[src/rtl/multi_timer.sv]
// Multi-channel countdown timer. NUM_CH independent one-shot/periodic channels
// share one runtime-programmable prescaler and one combinational count readback mux.
module multi_timer #(
  parameter int NUM_CH = 4,
  parameter int WIDTH  = 16,
  parameter int PRE_W  = 8,
  localparam int SEL_W = (NUM_CH > 1) ? $clog2(NUM_CH) : 1
) (
  input  logic                    clk,
  input  logic                    reset_n,
  input  logic [PRE_W-1:0]        prescale,
  input  logic [NUM_CH-1:0]       load,
  input  logic [NUM_CH*WIDTH-1:0] cycles,
  input  logic [NUM_CH-1:0]       periodic,
  input  logic [NUM_CH-1:0]       pause,
  input  logic [NUM_CH-1:0]       stop,
  output logic [NUM_CH-1:0]       busy,
  output logic [NUM_CH-1:0]       expired,
  input  logic [SEL_W-1:0]        rd_sel,
  output logic [WIDTH-1:0]        rd_count
);

  localparam logic [WIDTH-1:0] C_ONE = WIDTH'(1);

  logic [PRE_W-1:0]  r_pre_cnt;
  logic              w_tick;
  logic [WIDTH-1:0]  r_count      [NUM_CH];
  logic [WIDTH-1:0]  r_reload     [NUM_CH];
  logic [WIDTH-1:0]  w_count_nxt  [NUM_CH];
  logic [WIDTH-1:0]  w_reload_nxt [NUM_CH];
  logic [NUM_CH-1:0] r_mode;
  logic [NUM_CH-1:0] w_mode_nxt;
  logic [NUM_CH-1:0] r_expired;
  logic [NUM_CH-1:0] w_expired_nxt;

  // Tick decode; >= keeps the prescaler from running away if prescale drops mid-count
  always_comb begin
    w_tick = (r_pre_cnt >= prescale);
  end

  // Free-running prescaler counter, shared by every channel
  always_ff @(posedge clk) begin
    if (!reset_n) begin
      r_pre_cnt <= '0;
    end else if (w_tick) begin
      r_pre_cnt <= '0;
    end else begin
      r_pre_cnt <= r_pre_cnt + PRE_W'(1);
    end
  end

  // Per-channel next state: load beats stop, stop beats counting
  always_comb begin
    for (int i = 0; i < NUM_CH; i++) begin
      w_count_nxt[i]   = r_count[i];
      w_reload_nxt[i]  = r_reload[i];
      w_mode_nxt[i]    = r_mode[i];
      w_expired_nxt[i] = 1'b0;
      if (load[i]) begin
        w_count_nxt[i]  = cycles[i*WIDTH +: WIDTH];
        w_reload_nxt[i] = cycles[i*WIDTH +: WIDTH];
        w_mode_nxt[i]   = periodic[i];
      end else if (stop[i]) begin
        w_count_nxt[i] = '0;
      end else if (w_tick && !pause[i] && (r_count[i] != '0)) begin
        if (r_count[i] == C_ONE) begin
          w_expired_nxt[i] = 1'b1;
          if (r_mode[i]) begin
            w_count_nxt[i] = r_reload[i];
          end else begin
            w_count_nxt[i] = '0;
          end
        end else begin
          w_count_nxt[i] = r_count[i] - C_ONE;
        end
      end else begin
        w_count_nxt[i] = r_count[i];
      end
    end
  end

  // Channel state registers
  always_ff @(posedge clk) begin
    if (!reset_n) begin
      for (int i = 0; i < NUM_CH; i++) begin
        r_count[i]  <= '0;
        r_reload[i] <= '0;
      end
      r_mode    <= '0;
      r_expired <= '0;
    end else begin
      for (int i = 0; i < NUM_CH; i++) begin
        r_count[i]  <= w_count_nxt[i];
        r_reload[i] <= w_reload_nxt[i];
      end
      r_mode    <= w_mode_nxt;
      r_expired <= w_expired_nxt;
    end
  end

  // Status outputs straight from the channel registers
  always_comb begin
    for (int i = 0; i < NUM_CH; i++) begin
      busy[i] = (r_count[i] != '0);
    end
    expired = r_expired;
  end

  // Readback mux; unpopulated selects read as zero
  always_comb begin
    rd_count = '0;
    if (int'(rd_sel) < NUM_CH) begin
      rd_count = r_count[rd_sel];
    end else begin
      rd_count = '0;
    end
  end

endmodule
[config.mk]
export PLATFORM = sky130hd
export DESIGN_NAME = multi_timer
export DESIGN_NICKNAME = d
export VERILOG_FILES = /design/src/rtl/multi_timer.sv
export SDC_FILE = /design/constraint.sdc
export NUM_CORES = 1
export LEC_CHECK = 0
export BUFFER_PORTS_ARGS = -buffer_cell sky130_fd_sc_hd__buf_2
export CORE_MARGIN = 2
export CORE_UTILIZATION = 52
export DETAILED_ROUTE_END_ITERATION = 6
export GPL_ROUTABILITY_DRIVEN = 0
export PLACE_DENSITY = 0.73
export SETUP_SLACK_MARGIN = 0.3
export SYNTH_ARGS = -nofsm -noshare
export SYNTH_HDL_FRONTEND = slang
export SYNTH_SLANG_ARGS = --single-unit
[constraint.sdc]
create_clock -name clk -period 7.1 [get_ports clk]
set_input_delay 1.42 -clock clk [delete_from_list [all_inputs] [get_ports clk]]
set_output_delay 1.42 -clock clk [all_outputs]
set_load 0.05 [all_outputs]
==> impl_results.md <==
- Status: finished, final reports clean
- Cts repair resizes: 0
- Post-synthesis compound-gate area fraction: a little over a fifth
- Antenna violations before repair: 1
- Grt ovf: 0
- Mux cell area share after synthesis: 7.89%
- CTS buffer count: 17
- Reg2reg start: r_count[1][0]$_SDFFE_PN0P_
- H-tree depth: 4
- Placed Area: 8890 sq um
- Die width: 130 um
- 1st-iter DRT viols: a little over 700
- Vias per inst: about 6.0
- Main combinational cell family by area after synthesis: simple AND/OR/NAND/NOR gates
- Worst Path Required: 5680 ps
- GR Util All Layers: 27.2%
- Maximum vdd drop: 0.176 mV
- CTS tree: built
- Seq/Total Area, Yosys: roughly a third
- Pre-antenna DRT Iters: 6
- Hold_sp: r_reload[3][3]$_SDFFE_PN0P_
- Pwr per Cell Area: ~240 nW/um^2
- Placed Cells: about 1200
- Effective utilization at floorplan: 52.5%
- Clock skew: 13.0 ps
- Cell row count: 46
- Type of the worst setup path: in -> out
- Clock edge transition at the registers on the reported setup and hold paths: 60 ps
- Pins over their slew limit: 0
- Top Ports: approximately 120
- Longest Clk Path Bufs: 2
- Final Net Count: 1163
- Most frequent cells in the layout: 144 x dfxtp_1, 114 x buf_2, 91 x nand2_1
- Ys async rst share: 0%
- Final setup viols: 0
- Clock root cell: clkbuf_16
- Crit share post-route: between 50 and 60%
- Main synth FF type: dfxtp_1
- Synth Area in Adders: 3.19%
- Critical Path Sink Type: primary output
- Commonest non-fill, non-tap cell in the layout: dfxtp_1
- Max FO, Critical Path: 16
- Worst-Margin Slew: 1210 ps
- Leak Pwr: 3.75 nW
- Final instance area: 9530 sq um
- First-pass GRT wire length: 36300 um
- Post-Syn Nets: 1095
- Post-DRT Antenna Nets: 0
- Synth Warn #: 0
- Clk Latency, worst-skew pair: 430 ps
- Post-synth EDFFs: 0
- Hold Buf Count CTS: 0
- Synth Cell Area: 8250 sq um
- Input/output buffers: about 120
- Crit path DAT: 2710 ps
- Crit path time final: 4130 ps
- DR DRC count: 0
- Max-cap violations: 0
- Die Y: 130 um
- Simple-gate portion of the synthesized area: 23.4%
- Rel. slew slack: roughly a fifth
- CTS Sinks: 144
- Share of layout cells above drive strength 1: 18.0%
- Critical Path Source Type: input pin
- Hold Path Class: reg -> reg
- Fmax: 0.242 GHz
- Xor/xnor share of the synthesized area: 4.99%
- Core ar.: 15700 sq um
- Distinct cell type count after synthesis: 63
- Final hold violation count: 0
- Layout area overhead: 15.6%
- Register bit total from synthesis: 144
- Post-CTS setup buffers: 0
- Post-synthesis cell count: 982
- Setup TNS Final: 0 ps
- Largest net degree at the start of global routing: slightly above 90
- DP HPWL: 15600 um
- DIE AREA: 16900 sq um
- Post-Syn Area per Cell: 8.40 sq um
- Setup crit start: rd_sel[0]
- Vias in the first global route: 7017
- Average wire per standard cell: around 18 um
- Drt total wl: between 20000 and 25000 um
- Non-Filler Instances: 1280
- RSZ-0062 raised after global routing: no
- Vias: roughly 7600
-- registers in the layout (all words and copies together) (netlist names) --
register and flops:
r_pre_cnt 8, r_count 64, r_mode 4, expired 4, r_reload 64
-- stage by stage --
| stage | hold WS, ps | util, % | power [W] | worst slack [ps] |
|---|---|---|---|---|
| 5_1_grt | 496 | 60.7 | 0.00243 | 2910 |
| 3_5_place_dp | 469 | 56.6 | 0.00138 | 2960 |
| 4_1_cts | 479 | 60.7 | 0.00234 | 2960 |
| 3_3_place_gp | 464 | 56.6 | 0.00137 | 2980 |
| 6_report | 478 | 60.7 | 0.00233 | 2970 |
| 2_1_floorplan | 449 | - | 0.00125 | 2630 |
-- cells by family (layout without fill, tap and decap cells) --
group | count (synthesis) | after routing
adders and majority gates | 21 | 21
xor gates and xnor gates | 47 | 47
AOI/OAI and AO/OA | 274 | 274
buffers and inverters | 91 | 172
other | 0 | 1
and+or+nand+nor | 360 | 360
muxes | 45 | 45
DFF | 144 | 144
-- layout make-up --
class	instances	area, sq um
Fill cell	1381	6180
Multi-Input combinational cell	747	5040
Sequential cell	144	2880
Timing Repair Buffer	123	638
Clock buffer	17	425
Tap cell	216	270
Clock inverter	15	211
Inverter	17	63.8
Antenna cell	1	2.50
-- final timing paths --
| check | end | slack [ps] | depth (start not counted) |
|---|---|---|---|
| max | rd_count[13] | 2970 | 3 |
| min | r_reload[3][3]$_SDFFE_PN0P_ | 480 | 2 |
| max reg2reg | r_count[1][12]$_SDFFE_PN0P_ | 4170 | 6 |
| min reg2reg | r_reload[3][3]$_SDFFE_PN0P_ | 480 | 2 |
-- synthesized netlist by cell type (4+ instances only) --
cell / instances / area, sq um
a22oi_1: 11 / 82.6
xor2_1: 23 / 201
nor2b_1: 30 / 188
nand2b_1: 42 / 263
and3_1: 11 / 68.8
nor3_1: 22 / 110
o311a_1: 4 / 40.0
or4_1: 9 / 67.6
a21boi_0: 46 / 345
mux2i_1: 29 / 290
clkbuf_1: 65 / 244
o2111ai_1: 4 / 35.0
ha_1: 21 / 263
mux4_2: 16 / 360
nor2_1: 42 / 158
nand3_1: 44 / 220
a221o_1: 4 / 40.0
o31ai_1: 4 / 30.0
o2111a_1: 4 / 45.0
o21a_1: 6 / 45.0
nand4_1: 12 / 75.1
a31oi_1: 27 / 169
nor4_1: 20 / 125
xnor2_1: 24 / 210
nor3b_1: 7 / 52.6
or2_2: 6 / 37.5
nand2_1: 91 / 342
dfxtp_1: 144 / 2880
o211a_1: 5 / 50.1
a21oi_1: 46 / 230
buf_1: 4 / 15.0
inv_1: 17 / 63.8
buf_2: 4 / 20.0
o21ai_0: 88 / 440
-- layer usage --
metal  GRT usage, %  wire length [um]  part of all wire, %
met3           4.96              1540                  6.8
met2           42.9             10100                   45
met5              0                 0                    0
met4           12.3               729                  3.2
met1           36.5             10100                   45
-- worst max-delay path: stages --
cell and delay [ps]:
buf_2 420, mux4_2 620, buf_2 240
-- power breakdown --
group,switching (W),internal (W),total [W]
registers,0.0000739,0.000861,0.000935
logic,0.000255,0.000180,0.000435
clock network,0.000371,0.000592,0.000963
total,0.000701,0.00163,0.00233
(Power assumes the default switching activity.)
